==> src/rtl/line_fill_ctrl.sv <==
// Cache line-fill controller: fetches one 8-word line from memory, writes it
// into the data RAM beat by beat, then installs the tag and pulses done.
module line_fill_ctrl #(
  parameter int INDEX_W = 8,
  parameter int TAG_W   = 8,
  parameter int DATA_W  = 8
) (
  input  logic                     i_clk,
  input  logic                     i_reset,
  input  logic                     i_req_valid,
  output logic                     o_req_ready,
  input  logic [TAG_W+INDEX_W-1:0] i_req_addr,
  output logic                     o_mem_rd_valid,
  input  logic                     i_mem_rd_ready,
  output logic [TAG_W+INDEX_W-1:0] o_mem_rd_addr,
  input  logic                     i_mem_data_valid,
  input  logic [DATA_W-1:0]        i_mem_data,
  output logic                     o_dwr,
  output logic [INDEX_W+2:0]       o_daddr,
  output logic [DATA_W-1:0]        o_ddata,
  output logic                     o_twr,
  output logic [INDEX_W-1:0]       o_taddr,
  output logic [TAG_W:0]           o_tdata,
  output logic                     o_busy,
  output logic                     o_done
);

  typedef enum logic [2:0] {
    S_IDLE = 3'd0,
    S_REQ  = 3'd1,
    S_FILL = 3'd2,
    S_TAG  = 3'd3,
    S_DONE = 3'd4
  } state_t;

  state_t                     r_state;
  state_t                     w_next;
  logic [TAG_W+INDEX_W-1:0]   r_addr;
  logic [2:0]                 r_cnt;
  logic                       w_beat;
  logic [INDEX_W-1:0]         w_index;
  logic [TAG_W-1:0]           w_tag;

  assign w_index = r_addr[INDEX_W-1:0];
  assign w_tag   = r_addr[TAG_W+INDEX_W-1:INDEX_W];
  assign w_beat  = (r_state == S_FILL) && i_mem_data_valid;

  // State register
  always_ff @(posedge i_clk) begin
    if (!i_reset) begin
      r_state <= S_IDLE;
    end else begin
      r_state <= w_next;
    end
  end

  // Latched line address and beat counter
  always_ff @(posedge i_clk) begin
    if (!i_reset) begin
      r_addr <= '0;
      r_cnt  <= 3'd0;
    end else begin
      if ((r_state == S_IDLE) && i_req_valid) begin
        r_addr <= i_req_addr;
      end
      if ((r_state == S_REQ) && i_mem_rd_ready) begin
        r_cnt <= 3'd0;
      end else if (w_beat) begin
        r_cnt <= r_cnt + 3'd1;
      end
    end
  end

  // Next-state and output decode; outputs forced to idle values while reset is low
  always_comb begin
    w_next         = r_state;
    o_req_ready    = 1'b0;
    o_mem_rd_valid = 1'b0;
    o_mem_rd_addr  = r_addr;
    o_dwr          = 1'b0;
    o_daddr        = {w_index, r_cnt};
    o_ddata        = '0;
    o_twr          = 1'b0;
    o_taddr        = w_index;
    o_tdata        = '0;
    o_busy         = (r_state != S_IDLE);
    o_done         = 1'b0;

    case (r_state)
      S_IDLE: begin
        o_req_ready = 1'b1;
        if (i_req_valid) begin
          w_next = S_REQ;
        end else begin
          w_next = S_IDLE;
        end
      end
      S_REQ: begin
        o_mem_rd_valid = 1'b1;
        if (i_mem_rd_ready) begin
          w_next = S_FILL;
        end else begin
          w_next = S_REQ;
        end
      end
      S_FILL: begin
        if (i_mem_data_valid) begin
          o_dwr   = 1'b1;
          o_ddata = i_mem_data;
          if (r_cnt == 3'd7) begin
            w_next = S_TAG;
          end else begin
            w_next = S_FILL;
          end
        end else begin
          w_next = S_FILL;
        end
      end
      S_TAG: begin
        o_twr   = 1'b1;
        o_tdata = {1'b1, w_tag};
        w_next  = S_DONE;
      end
      S_DONE: begin
        o_done = 1'b1;
        w_next = S_IDLE;
      end
      default: begin
        w_next = S_IDLE;
      end
    endcase

    if (!i_reset) begin
      o_req_ready    = 1'b1;
      o_mem_rd_valid = 1'b0;
      o_mem_rd_addr  = '0;
      o_dwr          = 1'b0;
      o_daddr        = '0;
      o_ddata        = '0;
      o_twr          = 1'b0;
      o_taddr        = '0;
      o_tdata        = '0;
      o_busy         = 1'b0;
      o_done         = 1'b0;
    end else begin
      o_busy = (r_state != S_IDLE);
    end
  end

endmodule

==> config.mk <==
export PLATFORM = sky130hd
export DESIGN_NAME = line_fill_ctrl
export DESIGN_NICKNAME = d
export VERILOG_FILES = /design/src/rtl/line_fill_ctrl.sv
export SDC_FILE = /design/constraint.sdc
export NUM_CORES = 1
export LEC_CHECK = 0
export BUFFER_PORTS_ARGS = -buffer_cell sky130_fd_sc_hd__buf_2
export CORE_MARGIN = 4
export CORE_UTILIZATION = 30
export CTS_BUF_LIST = sky130_fd_sc_hd__clkbuf_4 sky130_fd_sc_hd__clkbuf_8
export DETAILED_ROUTE_END_ITERATION = 16
export PLACE_DENSITY = 0.67
export RECOVER_POWER = 25
export REMOVE_ABC_BUFFERS = 1
export SLEW_MARGIN = 20
export SYNTH_ARGS = -nofsm -noshare
export SYNTH_HDL_FRONTEND = slang
export SYNTH_SLANG_ARGS = --single-unit
==> constraint.sdc <==
create_clock -name i_clk -period 1.7 [get_ports i_clk]
set_input_delay 0.34 -clock i_clk [delete_from_list [all_inputs] [get_ports i_clk]]
set_output_delay 0.34 -clock i_clk [all_outputs]
set_load 0.01 [all_outputs]
==> flow_summary.yaml <==
run_status:
  outcome: "completed"
final_layout:
  synthToLayoutAreaGrowth_pct: 43.2
  seqCellArea_sq_um: 449
  filler_cell_count: 434
  antenna-diode-count: 0
  layoutNonFillerInstCount: 285
  multi_input_area_sq_um: 609
  end_of_flow_core_utilization: 0.445
  layout-drive-gt1-share: 0.494
  net_count_reported_at_finish: 268
synthesis:
  synth_cells: 161
  synth.ff_latch_count: 22
  synth.cell_area_sq_um: 1250
  post_synth_num_cell_types: 27
  synth-warning-count: 0
  synth-seq-area-share: 0.352
  syn_avg_cell_area_sq_um: 7.78
floorplan:
  num_rows: 23
  start_util: 0.311
  boundaryPins: 87
  die_boundary_height_microns: 72.6
  fp.dieArea_sq_um: 5270
  die_w_microns: 72.6
  core_sq_um: 4030
drt:
  vias: 1245
  first_iter_violations: 38
  drcViolationCount: 0
  antenna_violating_nets_remaining: 0
  drt_first_pass_iters: 4
  wl_per_cell_microns: 10.8
  vias_per_cell: 4.37
  route.final.wire_length_microns: 3080
timing:
  timing.final.setup_violations: 0
  tightest_slew_ps: 360
  finalHoldViolations: 0
  final_period_minus_worst_setup_slack_ps: 1640
  rsz0062_at_grt: "yes"
  worst_clock_skew_ps: 1.78
  slew_viol_final: 0
  timing.slew.headroom: 0.757
  timing.final.crit_share: 0.966
  fmax_mhz: 609
  final_critical_path_setup_slack_ps: 58.3
worst_hold_path:
  worst_hold_path.num_cells: 3
  hold_class: "primary input to register"
power:
  power.share.sequential: 0.504
  power.leakage_nw: 1.07
  cellPowerDensity_nw_per_um2: 623
  vdd_drop_max_uv: 466
  intPower_mw: 0.815
  p_sw_mw: 0.303
  report.power.total_mw: 1.12
  netSwitchingFraction: 0.271
  comb_power_share: 0.211
  power.clock.fraction: 0.285
global_routing:
  maximum_number_of_pins_on_one_net_before_global_route_repair: 31
  grt-busiest-layer: "met2"
  grt_util_all_layers: 0.103
  grt_pass1_vias: 1059
  grt_use_met2: 0.188
  grt_pass1_wl_microns: 4370
  global_route.overflow_total: 0
  globalRouteMet1Util: 0.118
  use_met3: 0.0331
  antenna_violations_before_repair: 0
worst_setup_path:
  required_ps: 1360
  path_max_fanout: 6
  cp-end-kind: "output pin"
  cp.arrival_ps: 1300
  criticalPathCategory: "register to output pin"
  crit_chain: "nand2b_4 -> nor3_4 -> and2_1 -> buf_2"
  critical_path.startpoint_type: "register"
  ff2ff_path_depth: 5
  cpMaxStageDelayCell: "sky130_fd_sc_hd__dfxtp_4"
  worst_path_largest_cell_delay_ps: 370
placement:
  globalplace.congestion: 0.675
  preCtsSetupSlack_ps: 148
  buffer_ports.inserted: 86
  cell_count_post_placement: 277
  place_hpwl_microns: 2350
clock_network:
  tritoncts: "done"
  cts_max_level: 1
  cts_buffers: 3
  insertion_delay_ps: 260
  root_buffer: "sky130_fd_sc_hd__clkbuf_8"
  cts.clk_slew.worst_paths_ps: 80
  max_root_sink_buffers: 2
  cts-hold-fix-buffers: 0
  clock_sinks: 22
flow_run:
  cap_viol_max_count: 0
-- power by group through the flow --
| stage | sequential (mW) | combinational, mW | clock (mW) |
|---|---|---|---|
| after floorplan | 0.575 | 0.102 | 0 |
| after global placement | 0.575 | 0.211 | 0 |
| after detailed placement | 0.576 | 0.215 | 0 |
| after CTS | 0.566 | 0.219 | 0.338 |
| after global routing | 0.567 | 0.263 | 0.357 |
| final | 0.563 | 0.236 | 0.319 |
-- worst max-delay path: cells and delay by family (launching register included) --
kind / cells / cell delay [ps]
buf+inv: 1 / 120
simple gates: 3 / 540
flops: 1 / 370
-- path summary, 6_finish.rpt --
| path | from | end | slack [ps] |
|---|---|---|---|
| max | r_state[0] | o_ddata[1] | 60 |
| min | i_req_addr[8] | r_addr[8] | 290 |
| max reg2reg | r_state[0] | r_addr[7] | 350 |
| min reg2reg | r_addr[5] | r_addr[5] | 470 |
-- per-layer routing --
layer | wire length [microns] | part of all wire
met5 | 0 | 0
met4 | 22 | 0.0071
met3 | 229 | 0.074
met2 | 1650 | 0.53
met1 | 1180 | 0.38
-- cell usage after synthesis --
master / n / area [sq um]
sky130_fd_sc_hd__buf_2: 3 / 15.0
sky130_fd_sc_hd__clkbuf_2: 1 / 5.00
sky130_fd_sc_hd__o21ai_0: 13 / 65.1
sky130_fd_sc_hd__nand2_1: 19 / 71.3
sky130_fd_sc_hd__clkbuf_1: 1 / 3.75
sky130_fd_sc_hd__buf_6: 3 / 33.8
sky130_fd_sc_hd__and4bb_2: 1 / 12.5
sky130_fd_sc_hd__nor4b_4: 1 / 23.8
sky130_fd_sc_hd__o31ai_1: 1 / 7.51
sky130_fd_sc_hd__dfxtp_1: 22 / 440
sky130_fd_sc_hd__a21o_1: 1 / 7.51
sky130_fd_sc_hd__inv_1: 18 / 67.6
sky130_fd_sc_hd__mux2i_1: 2 / 20.0
sky130_fd_sc_hd__ha_1: 2 / 25.0
sky130_fd_sc_hd__a21oi_1: 2 / 10.0
sky130_fd_sc_hd__nor2_1: 5 / 18.8
sky130_fd_sc_hd__and2_1: 19 / 119
sky130_fd_sc_hd__xnor2_1: 1 / 8.76
sky130_fd_sc_hd__nand2b_4: 1 / 13.8
sky130_fd_sc_hd__nand3_1: 16 / 80.1
sky130_fd_sc_hd__nor3_1: 1 / 5.00
sky130_fd_sc_hd__nor3_2: 1 / 10.0
sky130_fd_sc_hd__buf_4: 18 / 135
sky130_fd_sc_hd__nand2b_1: 3 / 18.8
sky130_fd_sc_hd__o21ai_1: 4 / 20.0
sky130_fd_sc_hd__nor3b_1: 1 / 7.51
sky130_fd_sc_hd__nand3b_1: 1 / 7.51
-- registers in the layout, summed over array words and instances, names as in the netlist --
signal and count:
r_state 3, r_cnt 3, r_addr 16
-- cells in the final DEF, fill, tap and decap left out --
master                     instances
sky130_fd_sc_hd__a21o_1            1
sky130_fd_sc_hd__nand3b_1          1
sky130_fd_sc_hd__buf_6             8
sky130_fd_sc_hd__and2_1           13
sky130_fd_sc_hd__buf_4             7
sky130_fd_sc_hd__dfxtp_4           2
sky130_fd_sc_hd__inv_1            18
sky130_fd_sc_hd__nand2b_1          2
sky130_fd_sc_hd__nand3_1          16
sky130_fd_sc_hd__buf_2            80
sky130_fd_sc_hd__buf_12            1
sky130_fd_sc_hd__o31ai_2           1
sky130_fd_sc_hd__xnor2_1           1
sky130_fd_sc_hd__and4bb_2          1
sky130_fd_sc_hd__nor3b_1           1
sky130_fd_sc_hd__o21ai_0          13
sky130_fd_sc_hd__mux2i_1           2
sky130_fd_sc_hd__nor3_1            1
sky130_fd_sc_hd__dfxtp_1          19
sky130_fd_sc_hd__nand2b_4          2
sky130_fd_sc_hd__and2_4            6
sky130_fd_sc_hd__ha_1              2
sky130_fd_sc_hd__nor3_4            2
sky130_fd_sc_hd__dfxtp_2           1
sky130_fd_sc_hd__nor2_4            1
sky130_fd_sc_hd__a21oi_1           2
sky130_fd_sc_hd__nor2_1            4
sky130_fd_sc_hd__nand2_1          19
sky130_fd_sc_hd__nor4b_4           1
sky130_fd_sc_hd__clkbuf_8          3
sky130_fd_sc_hd__o21ai_1           4
-- area by class of cell --
cell class	instances	area share
Tap cell	50	0.0349
Clock buffer	3	0.0230
Timing Repair Buffer	96	0.314
Inverter	18	0.0377
Sequential cell	22	0.251
Multi-Input combinational cell	96	0.340
-- per-stage QoR --
step	hold WS, ps	TNS, ps	cell area, sq um
6_report	292	0	1790
5_1_grt	289	-117	1790
4_1_cts	290	-101	1660
3_5_place_dp	465	0	1600
3_3_place_gp	460	0	1600
2_1_floorplan	448	0	1060
-- cells by family after synthesis --
| kind of cell | count (synthesis) | synth area share |
|---|---|---|
| AO/OA/AOI/OAI | 21 | 0.0879 |
| adder cells (fa/ha/maj) | 2 | 0.0200 |
| multiplexers | 2 | 0.0160 |
| XOR/XNOR | 1 | 0.00699 |
| buffers and inverters | 44 | 0.208 |
| AND/OR/NAND/NOR | 69 | 0.310 |
| flip-flops | 22 | 0.352 |
-- repair_timing --
| action | in CTS | in global routing |
|---|---|---|
| cloned | 0 | 2 |
| buffers inserted | 0 | 3 |
| gates resized for setup | 4 | 22 |
| setup endpoints to repair | 17 | 19 |
| pin swaps | 2 | 4 |
No activity file was read; power rests on OpenSTA's default activity.
